### src/rtl/dmem_mmio.sv
// Data-side responder for the single-cycle MIPS core: 60-word RAM plus
// cycle counter, dropped-push counter, TX push port and status word.
module dmem_mmio #(
  parameter int DEPTH = 4
) (
  input  logic        clk,
  input  logic        rst,
  input  logic [5:0]  addr,
  input  logic        wr,
  input  logic [31:0] din,
  output logic [31:0] dout,
  output logic [31:0] tx_data,
  output logic        tx_valid,
  input  logic        tx_ready
);

  localparam int PW = (DEPTH > 1) ? $clog2(DEPTH) : 1;
  localparam int CW = $clog2(DEPTH + 1);

  localparam logic [5:0] A_CYC  = 6'd60;
  localparam logic [5:0] A_DROP = 6'd61;
  localparam logic [5:0] A_TXD  = 6'd62;
  localparam logic [5:0] A_STAT = 6'd63;

  localparam logic [CW-1:0] FULL_CNT = CW'(DEPTH);

  logic [31:0]   ram [0:59];
  logic [31:0]   fifo_mem [0:DEPTH-1];
  logic [31:0]   cyc;
  logic [31:0]   drop;
  logic [PW-1:0] wr_ptr;
  logic [PW-1:0] rd_ptr;
  logic [CW-1:0] count;

  logic        full;
  logic        empty;
  logic        push_req;
  logic        push;
  logic        pop;
  logic [31:0] stat;

  function automatic logic [31:0] sat_inc(input logic [31:0] v);
    return (v == 32'hFFFF_FFFF) ? v : v + 32'd1;
  endfunction

  assign full     = (count == FULL_CNT);
  assign empty    = (count == '0);
  assign push_req = wr && (addr == A_TXD);
  assign push     = push_req && !full;
  assign pop      = !empty && tx_ready;

  assign tx_valid = !empty;
  assign tx_data  = fifo_mem[rd_ptr];
  assign stat     = {22'd0, empty, full, 8'(count)};

  // RAM and FIFO storage carry no reset so a reset never disturbs program data.
  always_ff @(posedge clk) begin
    if (wr && (addr < A_CYC))
      ram[addr] <= din;
    if (push)
      fifo_mem[wr_ptr] <= din;
  end

  always_ff @(posedge clk or negedge rst) begin
    if (!rst) begin
      cyc <= '0;
    end else if (wr && (addr == A_CYC)) begin
      cyc <= '0;
    end else begin
      cyc <= cyc + 32'd1;
    end
  end

  always_ff @(posedge clk or negedge rst) begin
    if (!rst) begin
      drop <= '0;
    end else if (wr && (addr == A_DROP)) begin
      drop <= '0;
    end else if (push_req && full) begin
      drop <= sat_inc(drop);
    end
  end

  // Push and pop are both judged on the pre-edge count, so a full FIFO
  // that pops in the same cycle still drops the push.
  always_ff @(posedge clk or negedge rst) begin
    if (!rst) begin
      wr_ptr <= '0;
      rd_ptr <= '0;
      count  <= '0;
    end else begin
      if (push)
        wr_ptr <= wr_ptr + PW'(1);
      if (pop)
        rd_ptr <= rd_ptr + PW'(1);
      case ({push, pop})
        2'b10:   count <= count + CW'(1);
        2'b01:   count <= count - CW'(1);
        default: count <= count;
      endcase
    end
  end

  always_comb begin
    dout = '0;
    if (addr < A_CYC) begin
      dout = ram[addr];
    end else begin
      case (addr)
        A_CYC:   dout = cyc;
        A_DROP:  dout = drop;
        A_STAT:  dout = stat;
        default: dout = '0;
      endcase
    end
  end

endmodule

### config.mk
export PLATFORM = sky130hd
export DESIGN_NAME = dmem_mmio
export DESIGN_NICKNAME = d
export VERILOG_FILES = /design/src/rtl/dmem_mmio.sv
export SDC_FILE = /design/constraint.sdc
export NUM_CORES = 2
export LEC_CHECK = 0
export ABC_AREA = 0
export CAP_MARGIN = 15
export CORE_ASPECT_RATIO = 1.75
export CORE_UTILIZATION = 62
export CTS_CLUSTER_DIAMETER = 50
export DETAILED_ROUTE_END_ITERATION = 10
export PLACE_DENSITY_LB_ADDON = 0.15
export SLEW_MARGIN = 40
export SYNTH_ARGS = -nofsm -noshare
export SYNTH_HDL_FRONTEND = slang
export SYNTH_SLANG_ARGS = --single-unit
export TNS_END_PERCENT = 5
### constraint.sdc
create_clock -name clk -period 2.75 [get_ports clk]
set_clock_uncertainty 0.05 [all_clocks]
set_input_delay 0.275 -clock clk [delete_from_list [all_inputs] [get_ports clk]]
set_output_delay 0.275 -clock clk [all_outputs]
set_load 0.02 [all_outputs]
==> results.cfg <==
[sta]
finalCriticalPeriod_ns = 3.43
final_hold_viol_count = 0
maxSlewViolCount = 0
finalSetupViolations = 32
maxSlewHeadroom = 0.440
period_share = 1.25
worst_pin_slew_ns = 0.819
rsz0062_at_grt = yes
fmax_mhz = 292
setup_slack_ns = -0.680

[detailed_routing]
drt_iter0_markers = 5257
drc = 0
ant_nets = 0
wl_per_cell_um = 34.5
viasPerCell = 6.79
drt_pass1_iterations = 5
drt_wl_total_um = 218000
vias = 42916

[synth]
yosys_warnings = 0
ys_seq_elements = 2119
synth.largest_area_cell = edfxtp_1
synth-edff-count = 2048
synthesis.nets = 3826
yosysUniqueCellTypes = 59
ys_seq_area_frac = 0.772
synth_common_cells = edfxtp_1 (2048), mux4_2 (527), nor2_1 (158)
synth_cells = 3776
avgSynthCellArea_sq_um = 21.7
synth.top_cell.area_share = 0.750
netlist_area_sq_um = 82000
async_reset_ff_frac = 0.0335
synthTopCellsByArea = edfxtp_1 (75%), mux4_2 (14%), dfrtp_1 (2.2%), mux2i_1 (1.4%), nor2_1 (0.72%)
synthFlopType = edfxtp_1
yosysMostFrequentCell = edfxtp_1

[worst_setup_path]
crit_required_ns = 2.42
cp_cell_sequence = mux4_2 -> nand2_1 -> nand2_1 -> buf_6 -> a222oi_1 -> buf_4 -> o2111ai_4 -> buf_6
cp.arrival_ns = 3.11
worstSetupEndpointType = output pin
worstRegToRegCells = 8
worst-path-stages = 8
crit_start = ram[4][15]$_DFFE_PP_
cpPeakStageDelay_ns = 0.56
crit_fanout = 1
r2r_start = count[1]$_DFFE_PN0P_
critical_path_buf_inv_count = 3
slowest_stage = a222oi_1
cpLargestDelayFamily = compound AO/OA/AOI/OAI gates
crit_type = reg -> out
critPathLaunchType = flip-flop

[pwr]
total_power_mw = 67.3
powerDensity_nw_per_um2 = 687
switching_power_mw = 15.2
pwr-share-seq = 0.536
swShare = 0.226
pwr-share-comb = 0.091
p_leak_nw = 32.2
power.internal_mw = 52.1
power_frac_clock = 0.373
ir_drop_v = 0.000949

[clocking]
clkSinkCount = 2119
worstSkewPairLatency_ns = 0.80
cts_root_buf = clkbuf_16
cts.clk_slew.worst_paths_ns = 0.07
clockBufferDepth = 3
h-tree-depth = 4
cts_made_buffers = 177
cts_tree = yes

[floorplanning]
start_util = 0.625
io_pins = 107
dieArea_sq_um = 134000
core_region_area_sq_um = 131000
die_h_um = 483
rows = 176
die_w_um = 277

[outcome]
outcome = complete, but fails checks
violations = negative setup slack

[grt]
grt_overflow = 0
grt_pass1_wl_um = 309000
grt_antenna_before_repair = 4
grt_pass1_vias = 43648
track_usage = 0.330
grt_max_degree = 65

[finish]
final_area_sq_um = 98000
final_layout_size_suffix_gt1_frac = 0.359
area_growth_pct = 19.5
final_nets = 4534

[placed_design]
dp_hpwl_um = 137000
place_congestion = 0.884
place_area_sq_um = 91000
port_buffers = 106
pre_cts_ws_ns = -1.09

[min_path]
hold_path_class = in -> async

[flow_run]
drv_cap = 0
-- flip-flops by register name (all words and copies together), names as in the netlist --
signal    cells
cyc          32
rd_ptr        2
count         3
drop         32
ram        1920
fifo_mem    128
wr_ptr        2
-- cells in the final DEF (no fill, tap or decap), types with 24 or more instances in the layout --
cell type and n:
clkinv_1 27, a21oi_1 49, xnor2_1 27, nand2_1 125, nor2_4 60, inv_1 24, clkinv_2 35, nor2_1 98
clkbuf_16 183, buf_4 411, buf_6 31, o21ai_0 48, mux4_2 527, clkbuf_1 35, dfrtp_1 70, nand3_1 28
mux2i_1 99, buf_2 37, xor2_1 29, edfxtp_1 2048, buf_12 179
-- worst paths after layout --
| kind | to | slack [ns] |
|---|---|---|
| worst max-delay path | dout[15] | -0.68 |
| worst min-delay path | drop[1]$_DFFE_PN0P_ | 0.04 |
| worst max register to register | drop[26]$_DFFE_PN0P_ | 0.44 |
| worst min register to register | cyc[0]$_DFF_PN0_ | 0.47 |
| max in group asynchronous | cyc[13]$_DFF_PN0_ | 1.94 |
| min in group clk | ram[44][26]$_DFFE_PP_ | 0.06 |
-- power by group through the flow --
stage | Clock (mW) | Sequential, mW | Combinational [mW]
floorplan | 0 | 36.7 | 3.08
global placement | 0 | 36.8 | 5.94
detailed placement | 0 | 36.8 | 5.99
CTS | 25.3 | 36.1 | 6.07
global route | 26.4 | 36.1 | 6.42
finish | 25.1 | 36.1 | 6.12
-- worst reg2reg max path, delay by kind of cell, from the launching register on --
family,cells,cell delay [ns]
AOI/OAI and AO/OA,2,0.24
buffers and inverters,3,0.51
and+or+nand+nor,3,1.04
DFF,1,0.38
-- timing repair --
item / CTS / global route
resized for setup: 233 / 95
setup buffers: 1 / 38
endpoints found under the hold margin: 530 / 80
pin swaps: 24 / 8
endpoints found under the setup margin: 64 / 55
gates cloned: 0 / 3
hold buffers: 20 / 2
-- per-stage QoR --
stage          utilization  TNS [ns]  hold WS, ns  std cells
2_1_floorplan            -   -621.32      -0.0706       3776
3_3_place_gp         0.693    -52.27        0.326       5935
3_5_place_dp         0.693    -52.78        0.329       5935
4_1_cts              0.742    -15.21       0.0126       6276
5_1_grt              0.747    -15.96       0.0375       6320
6_report             0.747    -12.85       0.0384       6320
-- routing by layer --
metal	track usage	vias up	wire [um]
met1	0.412	22723	74500
li1	-	17213	-
met5	0	-	0
met4	0.151	0	11500
met2	0.569	2460	114000
met3	0.0566	520	18000
-- final cells by class --
class | count | area (sq um)
Inverter | 25 | 101
Sequential cell | 2119 | 63300
Antenna cell | 1 | 2.50
Clock buffer | 218 | 4680
Multi-Input combinational cell | 1429 | 18700
Fill cell | 7149 | 33300
Tap cell | 1691 | 2120
Clock inverter | 105 | 1040
Timing Repair Buffer | 732 | 8100
-- cells by family after synthesis --
group                      count (synthesis)  share of synthesized area
adders and majority gates                  8                    0.00131
xor gates and xnor gates                  56                    0.00598
DFF                                     2119                      0.772
muxes                                    656                      0.161
and+or+nand+nor                          428                     0.0236
buffers and inverters                    228                     0.0139
AOI/OAI and AO/OA                        281                     0.0228
Note: power is estimated with default switching activity, not from simulation.
